### src/rtl/uart_receiver.sv
// Oversampled UART receiver: start-bit glitch rejection, LSB-first data capture,
// stop-bit check with one-cycle RxDone / FrameError pulses, receive state on DebugState.
module uart_receiver #(
    parameter int DATA_BITS  = 8,
    parameter int OVERSAMPLE = 16
) (
    input  logic                 Clock,
    input  logic                 Reset,
    input  logic                 Tick,
    input  logic                 Rx,
    output logic [DATA_BITS-1:0] DataOut,
    output logic                 RxDone,
    output logic                 FrameError,
    output logic [1:0]           DebugState
);

    typedef enum logic [1:0] {
        IDLE  = 2'd0,
        START = 2'd1,
        DATA  = 2'd2,
        STOP  = 2'd3
    } RxStateT;

    localparam logic [3:0] TICK_HALF = 4'(OVERSAMPLE / 2 - 1);
    localparam logic [3:0] TICK_LAST = 4'(OVERSAMPLE - 1);
    localparam logic [2:0] BIT_LAST  = 3'(DATA_BITS - 1);

    RxStateT              state;
    RxStateT              stateNext;
    logic                 rxMeta;
    logic                 rxS;
    logic                 rxPrev;
    logic                 fallEdge;
    logic [3:0]           tickCnt;
    logic [3:0]           tickNext;
    logic [2:0]           bitCnt;
    logic [2:0]           bitNext;
    logic [DATA_BITS-1:0] shiftReg;
    logic [DATA_BITS-1:0] shiftNext;
    logic [DATA_BITS-1:0] shiftIn;
    logic                 stopSample;

    assign fallEdge   = rxPrev & ~rxS;
    assign DebugState = state;

    generate
        if (DATA_BITS == 1) begin : gShiftOne
            assign shiftIn = rxS;
        end else begin : gShiftMany
            assign shiftIn = {rxS, shiftReg[DATA_BITS-1:1]};
        end
    endgenerate

    always_ff @(posedge Clock or posedge Reset) begin
        if (Reset) begin
            state <= IDLE;
        end else begin
            state <= stateNext;
        end
    end

    always_comb begin
        stateNext  = state;
        tickNext   = tickCnt;
        bitNext    = bitCnt;
        shiftNext  = shiftReg;
        stopSample = 1'b0;
        case (state)
            IDLE: begin
                if (fallEdge) begin
                    stateNext = START;
                    tickNext  = '0;
                end
            end
            START: begin
                if (Tick) begin
                    if (tickCnt == TICK_HALF) begin
                        if (!rxS) begin
                            stateNext = DATA;
                            tickNext  = '0;
                            bitNext   = '0;
                        end else begin
                            stateNext = IDLE;
                        end
                    end else begin
                        tickNext = tickCnt + 4'd1;
                    end
                end
            end
            DATA: begin
                if (Tick) begin
                    if (tickCnt == TICK_LAST) begin
                        shiftNext = shiftIn;
                        tickNext  = '0;
                        if (bitCnt == BIT_LAST) begin
                            stateNext = STOP;
                        end else begin
                            bitNext = bitCnt + 3'd1;
                        end
                    end else begin
                        tickNext = tickCnt + 4'd1;
                    end
                end
            end
            STOP: begin
                if (Tick) begin
                    if (tickCnt == TICK_LAST) begin
                        stopSample = 1'b1;
                        stateNext  = IDLE;
                        tickNext   = '0;
                    end else begin
                        tickNext = tickCnt + 4'd1;
                    end
                end
            end
            default: stateNext = IDLE;
        endcase
    end

    always_ff @(posedge Clock or posedge Reset) begin
        if (Reset) begin
            rxMeta     <= 1'b1;
            rxS        <= 1'b1;
            rxPrev     <= 1'b1;
            tickCnt    <= '0;
            bitCnt     <= '0;
            shiftReg   <= '0;
            DataOut    <= '0;
            RxDone     <= 1'b0;
            FrameError <= 1'b0;
        end else begin
            rxMeta   <= Rx;
            rxS      <= rxMeta;
            // An edge seen while leaving STOP is held over so IDLE still catches it next cycle.
            rxPrev   <= (stopSample && fallEdge) ? 1'b1 : rxS;
            tickCnt  <= tickNext;
            bitCnt   <= bitNext;
            shiftReg <= shiftNext;
            RxDone     <= stopSample & rxS;
            FrameError <= stopSample & ~rxS;
            if (stopSample && rxS) begin
                DataOut <= shiftReg;
            end
        end
    end

endmodule
### config.mk
export PLATFORM = sky130hd
export DESIGN_NAME = uart_receiver
export DESIGN_NICKNAME = d
export VERILOG_FILES = /design/src/rtl/uart_receiver.sv
export SDC_FILE = /design/constraint.sdc
export NUM_CORES = 1
export LEC_CHECK = 0
export CORE_MARGIN = 5
export CORE_UTILIZATION = 46
export DETAILED_ROUTE_END_ITERATION = 7
export GPL_ROUTABILITY_DRIVEN = 0
export GPL_TIMING_DRIVEN = 0
export PLACE_DENSITY_LB_ADDON = 0.15
export SYNTH_ARGS = -nofsm -noshare
export SYNTH_HDL_FRONTEND = slang
export SYNTH_SLANG_ARGS = --single-unit
### constraint.sdc
create_clock -name Clock -period 4.8 [get_ports Clock]
set_input_delay 0.72 -clock Clock [delete_from_list [all_inputs] [get_ports Clock]]
set_output_delay 0.72 -clock Clock [all_outputs]
set_load 0.02 [all_outputs]
## Word level (Yosys, flattened, before mapping)

Cells that the tools add are included.

| storage, ports and cells | value |
|---|---|
| register bits | 30 |
| output and inout port bits | 12 |

| cells by class | value |
|---|---|
| multiplexer cells | 28 |
| bitwise gates (word level) | 4 |
| equal/unequal tests | 18 |
| reductions and logical operators | 9 |
| add/sub/neg operators | 2 |

Operators by type and width:

| kind | number |
|---|---|
| $mux 4 | 6 |
| $ne 2x2->1 const B | 10 |
| $mux 2 | 9 |
| $mux 3 | 6 |
| $pmux 4 s3 | 1 |
| $pmux 2 s4 | 1 |
| $reduce_and 8->1 | 1 |
| $reduce_and 7->1 | 1 |
| $pmux 3 s2 | 1 |
| $add 4x1->4 const B | 1 |
| $eq 2x2->1 const B | 2 |
| $eq 4x3->1 const B | 1 |
| $eq 4x4->1 const B | 1 |
| $mux 1 | 4 |
| $reduce_and 4->1 | 1 |
| $add 3x1->3 const B | 1 |
| $and 1x1->1 | 3 |
| $eq 3x3->1 const B | 1 |
| $ne 3x3->1 const B | 1 |
| $reduce_and 3->1 | 1 |
| $eq 2x1->1 const B | 1 |
| $logic_and 1x1->1 | 2 |
| $logic_not 2->1 | 1 |
| $ne 2x1->1 const B | 1 |
| 3 further kinds | 3 |

## Depth between registers and ports, before layout

Gate-level depths: netlist of run 1.

| logic depth | value |
|---|---|
| word-level depth | 6 |
| mapped depth | 6 |
| gate-level depth less buffers | 6 |

## Worst setup path after synthesis of run 1

OpenSTA, ideal clock, no wires.

| timing | value |
|---|---|
| path type | input port to flip-flop |
| from | input Tick |
| to | register bitCnt[0] |
| arrival time | 1.697 ns |
| setup slack | 2.978 ns |
| stages | 5 |
| setup time | 0.125 ns |
| path through | and3_2 and4b_1 buf_4 and2b_1 mux2_2 |

| between the ends | value |
|---|---|
| longest elaborated chain between the ends | 2 |
| elaborated cells on any way between the ends | 3 |
| classes of those cells | 2 x eq/ne; 1 x reduce/logical |

Ends and longest elaborated chain:

| what | line | source |
|---|---|---|
| start, declared | 9 | `input logic Tick,` |
| $ne 2x2->1 (no source line) | - |  |
| $reduce_and 7->1 (no source line) * | - |  |
| end signal, assigned | 137 | `bitCnt <= bitNext;` |
| end, declared | 36 | `logic [2:0] bitCnt;` |

Mark *: on every way between the ends. The rest lies on a longest branch, timed or not.
A chain may end at the register's enable or synchronous reset.

==> impl_metrics.json, run 1 <==
{
  "status": "completed",
  "critPathArrivalTime_ps": 1420,
  "holdWs_ps": 359,
  "synth_nets": 108,
  "cap_violations": 0,
  "synth_xor_area_share_pct": 0.660,
  "grt_pass1_wl_um": 4170,
  "ys_seq_area_share_pct": 56.8,
  "cts-buffers-inserted": 5,
  "cts_resized": 0,
  "p_comb_share_pct": 27.6,
  "wl_per_cell_um": 14.6,
  "netlist_area_mm2": 0.00133,
  "ctsHoldBuffers": 0,
  "start_kind": "register",
  "nNetsFinal": 130,
  "maxSlewViolCount": 0,
  "worst_pin_slew_ps": 1090,
  "sequentialPowerShare_pct": 48.3,
  "setup_violations": 0,
  "timing.critical_path.to_type": "output port",
  "synth-compound-area-share_pct": 8.29,
  "final_antenna_net_count": 0,
  "pin_count": 16,
  "firstDrtPassIters": 4,
  "path_cells": "clkdlybuf4s50_1",
  "crit_buf_inv": 1,
  "dieWidth_um": 63.7,
  "crit_fanout": 7,
  "cts_buffer_depth": 2,
  "drive_gt1_share_pct": 30.6,
  "cts.reportedPaths.clkPinSlew_ps": 90,
  "slowest_delay_ps": 650,
  "core_region_area_mm2": 0.00276,
  "synthCells": 101,
  "ys_seq_elements": 30,
  "required_ps": 4080,
  "dieArea_mm2": 0.00406,
  "grt_usage_pct": 13.2,
  "die_y_um": 63.7,
  "grt_pass1_vias": 948,
  "route.vias.total": 852,
  "rows": 19,
  "tritoncts": "built",
  "insertion_delay_ps": 320,
  "drc": 0,
  "synth_top_family_by_area": "multiplexers",
  "areaGrowthSynthToFinish_pct": 18.8,
  "clock-root-buffer": "clkbuf_4",
  "yosys.area_share.simple_pct": 13.6,
  "critPathSlowestCell": "clkdlybuf4s50_1",
  "first_iter_violations": 29,
  "fin_skew_ps": 6.72,
  "path_delay_family": "buffers and inverters",
  "dp.final_hpwl_um": 1580,
  "p_clk_share_pct": 24.0,
  "n_antenna_cell": 0,
  "clock-sinks": 30,
  "hold_viol": 0,
  "worst-setup-path-type": "reg2out",
  "synthDistinctLibCells": 32,
  "hold_class": "reg2reg",
  "grt_setup_unrepaired": "no",
  "p_sw_share_pct": 32.2,
  "wl_um": 2260,
  "leakagePower_uw": 0.000750,
  "initial_core_util_pct": 48.1,
  "tns_ps": 0,
  "intPower_uw": 432,
  "synth_fa_ha_area_share_pct": 2.83,
  "p_per_area_mw_per_mm2": 405,
  "htree_levels": 2,
  "grt_max_degree": 31,
  "period_share_pct": 44.5,
  "antenna_found_initial": 0,
  "fin_crit_ps": 2140,
  "postCtsSetupRepairBufs": 0,
  "avgSynthCellArea_um2": 13.1,
  "vias_per_cell": 5.50,
  "maxClockFrequency_mhz": 468,
  "ir_drop_uv": 240,
  "p_sw_uw": 205,
  "muxShareOfSynthArea_pct": 15.3,
  "numPortBuffers": 15,
  "relSlewSlack_pct": 27.1,
  "ys.warnings.count": 0,
  "overflow": 0
}
-- flip-flops by register name, indices dropped and copies added, names as in the netlist, named ones only --
name	count
bitCnt	3
rxS	1
FrameError	1
rxPrev	1
DebugState	1
RxDone	1
tickCnt	4
rxMeta	1
shiftReg	8
DataOut	8
-- final timing paths --
check	from	end	slack, ps	depth (start not counted)
max reg2reg	tickCnt[0]	bitCnt[0]	2950	6
max	register	DebugState[1]	2660	1
min	rxMeta	rxS	360	0
min reg2reg	rxMeta	rxS	360	0
min in group asynchronous	Reset	DataOut[0]	970	2
max in group asynchronous	Reset	shiftReg[0]	3170	2
-- power by group through the flow --
stage                     clock [uW]  sequential (uW)  combinational, uW
after global placement             0              313                169
after CTS                        162              308                177
after floorplan                    0              316                124
final                            153              308                176
after detailed placement           0              313                175
after global routing             175              315                195
-- kinds of logic (layout without fill, tap and decap cells) --
group                      Yosys count  count (layout)
AOI/OAI and AO/OA                   15              15
xor gates and xnor gates             1               1
adders and majority gates            3               3
buffers and inverters                7              30
DFF                                 30              30
muxes                               18              18
and+or+nand+nor                     27              27
-- cell usage after synthesis (all sizes together) --
cell type  count  area share, %
mux2          18             15
nand3b         2            1.1
nand2b         2           0.94
or4            1           0.57
and3           1           0.57
a21oi          1           0.38
and4b          1           0.75
and2           2           0.94
xnor2          1           0.66
and4           1           0.85
buf            4            1.7
inv            3           0.85
nor2b          1           0.47
o21ai          5            1.9
and2b          1           0.57
ha             3            2.8
nand4b         1           0.66
nand2          5            1.6
dfrtp         27             51
o211ai         1           0.94
nor4bb         1           0.75
a22oi          1           0.57
a311oi         1            1.1
nor4b          2            1.8
dfstp          3            5.9
a31oi          3            1.4
a22o           3            2.0
nor2           3           0.85
nand3          3            1.1
-- metal layers --
layer	wire length, um	GRT usage (%)
met5	0	0
met4	34	6.23
met1	1050	15.3
met2	1070	21.3
met3	111	5.15
-- cell usage in the layout, fill, tap and decap left out, types with 2 or more instances in the layout --
master            n
dfrtp_1          27
mux2_2           18
clkdlybuf4s50_1  15
o21ai_0           5
clkbuf_4          5
nand2_1           4
buf_2             3
inv_1             3
a31oi_1           3
nand3_1           3
nor2_1            3
a22o_1            3
ha_1              3
dfstp_2           3
nand2b_1          2
and2_1            2
nand3b_1          2
-- stage by stage --
step           setup WS [ps]  utilization (%)  instance area [um2]  total power, uW  cells
2_1_floorplan           2980                -                 1330              440    101
3_3_place_gp            2370             55.0                 1520              482    147
3_5_place_dp            2350             55.0                 1520              488    147
4_1_cts                 2630             57.2                 1580              647    155
5_1_grt                 2560             57.2                 1580              685    155
6_report                2660             57.2                 1580              638    155
-- area by class of cell --
class	count	area, um2
sequential	30	754
timing repair buffer	15	150
inverter	3	11.3
tap	31	38.8
fill	232	1180
clock inverter	1	5.00
multi-input combinational	64	539
buffer	4	22.5
clock buffer	7	55.1
Power figures use the tool's default switching activity.
==> run 2, diff against run 1 <==
==> constraint.sdc (replaced) <==
create_clock -name Clock -period 1.8 [get_ports Clock]
set_input_delay 0.27 -clock Clock [delete_from_list [all_inputs] [get_ports Clock]]
set_output_delay 0.27 -clock Clock [all_outputs]
set_load 0.02 [all_outputs]
==> impl_metrics.json, run 2 (synthesis results as in run 1) <==
{
  "numPortBuffers": 15,
  "maxClockFrequency_mhz": 577,
  "cts_buffer_depth": 2,
  "worst-setup-path-type": "reg2reg",
  "nNetsFinal": 131,
  "grt_max_degree": 31,
  "drive_gt1_share_pct": 32.0,
  "startpoint": "tickCnt[0]",
  "nFillCells": 229,
  "layout.cells.most_common": "dfrtp_1",
  "period_share_pct": 96.2,
  "areaGrowthSynthToFinish_pct": 19.8,
  "worst_pin_slew_ps": 1090,
  "drc": 0,
  "stdcell_count": 156,
  "p_sw_uw": 555,
  "insertion_delay_ps": 320,
  "wl_met3_um": 106,
  "maxSlewViolCount": 0,
  "path_cells": "ha_2 -> and3_4 -> and4b_1 -> buf_4 -> and2b_1 -> mux2_2",
  "critPathArrivalTime_ps": 1940,
  "start_kind": "register",
  "dieArea_mm2": 0.00406,
  "p_comb_share_pct": 28.6,
  "rr_startpoint": "tickCnt[0]",
  "intPower_uw": 1170,
  "dp.final_hpwl_um": 1580,
  "crit_path_end": "bitCnt[0]",
  "crit_buf_inv": 1,
  "die_y_um": 63.7,
  "fin_crit_ps": 1730,
  "holdWs_ps": 351,
  "stdcell_area_mm2": 0.00159,
  "p_clk_share_pct": 23.7,
  "wl_met2_um": 1080,
  "hold_viol": 0,
  "slowest_delay_ps": 410,
  "hold_class": "in2reg",
  "critPathSlowestCell": "dfrtp_1",
  "r2r_slack_ps": 70,
  "grt_setup_unrepaired": "no",
  "dieWidth_um": 63.7,
  "required_ps": 2010,
  "clock-sinks": 30,
  "worstSetupPathDepth": 6,
  "pin_count": 16,
  "rows": 19,
  "cts-buffers-inserted": 5,
  "tns_ps": 0,
  "top_layer_used": "met4",
  "overflow": 0,
  "r2r_cells": 6,
  "p_per_area_mw_per_mm2": 1090,
  "dp_cells": 147,
  "initial_core_util_pct": 48.1,
  "firstDrtPassIters": 4,
  "status": "completed",
  "setup_violations": 0,
  "leakagePower_uw": 0.000752,
  "reg_top3": "DataOut: 8 flops, shiftReg: 8 flops, tickCnt: 4 flops",
  "antenna_found_initial": 0,
  "relSlewSlack_pct": 26.9,
  "grt_pass1_vias": 948,
  "crit_fanout": 9,
  "route.vias.total": 845,
  "clock-root-buffer": "clkbuf_4",
  "fin_skew_ps": 7.04,
  "tritoncts": "built",
  "core_region_area_mm2": 0.00276,
  "m1WireLength_um": 1060,
  "n_antenna_cell": 0,
  "htree_levels": 2,
  "wl_per_cell_um": 14.6,
  "grt_usage_pct": 13.2,
  "timing.critical_path.to_type": "register",
  "sequentialPowerShare_pct": 47.7,
  "ir_drop_uv": 640,
  "final_cell_mix": "dfrtp_1, mux2_2, clkdlybuf4s50_1",
  "vias_per_cell": 5.42,
  "r2r_end": "bitCnt[0]",
  "first_iter_violations": 28,
  "post-route-util_pct": 57.7,
  "p_sw_share_pct": 32.1,
  "final_antenna_net_count": 0,
  "wl_um": 2280,
  "cap_violations": 0,
  "placed_area_mm2": 0.00152,
  "grt_pass1_wl_um": 4170,
  "cts.reportedPaths.clkPinSlew_ps": 90,
  "path_delay_family": "simple AND/OR/NAND/NOR gates"
}
[run 2: cell count changes in the layout (fill, tap and decap cells not counted)]
cell	delta
and3_2	-1
ha_2	+1
and3_4	+1
ha_1	-1
buf_4	+1
[run 2: timing repair]
| action | 4_1_cts | 5_1_grt |
|---|---|---|
| hold buffers | 0 | 0 |
| resized for setup | 1 | 1 |
| buffers inserted | 0 | 1 |
| endpoints found under the setup margin | 9 | 9 |
[run 2: area by class of cell]
class / instances / area (um2) / share of cell area [%]
flip-flops and latches: 30 / 754 / 47.4
multi-input cells: 64 / 546 / 34.3
repair buffers: 16 / 158 / 9.91
clock buffers: 7 / 55.1 / 3.46
well taps: 31 / 38.8 / 2.44
plain buffers: 4 / 22.5 / 1.42
inverters: 3 / 11.3 / 0.708
clock inverters: 1 / 5.00 / 0.315
[run 2: worst reg2reg max path: stages (launching register included)]
cell and delay [ps]:
dfrtp_1 410, ha_2 230, and3_4 180, and4b_1 180, buf_4 170, and2b_1 190, mux2_2 260
[run 2: power by group through the flow]
| stage | Clock [uW] | Combinational [uW] | Sequential [uW] |
|---|---|---|---|
| 6_report | 409 | 493 | 824 |
| 5_1_grt | 467 | 549 | 838 |
| 2_1_floorplan | 0 | 331 | 842 |
| 4_1_cts | 432 | 474 | 823 |
| 3_5_place_dp | 0 | 467 | 836 |
| 3_3_place_gp | 0 | 450 | 835 |
[run 2: worst min path at each step]
stage | start | endpoint | depth (start not counted)
after floorplan | Rx | rxMeta | 0
after global placement | rxMeta | rxS | 0
after detailed placement | rxMeta | rxS | 0
after CTS | Rx | rxMeta | 1
after global routing | Rx | rxMeta | 1
final | Rx | rxMeta | 1
[run 2: metrics by stage]
step                      worst slack [ps]  total power [uW]
final                                 68.2              1730
after global routing                  11.7              1860
after CTS                             1.55              1730
after detailed placement              -202              1300
after global placement                -179              1290
after floorplan                       82.4              1170
[run 2: routing by layer]
| layer | global-route usage, % | up-vias |
|---|---|---|
| met5 | 0 | - |
| met4 | 6.23 | 0 |
| met3 | 5.15 | 5 |
| met2 | 21.3 | 15 |
| met1 | 15.3 | 412 |
| li1 | - | 413 |
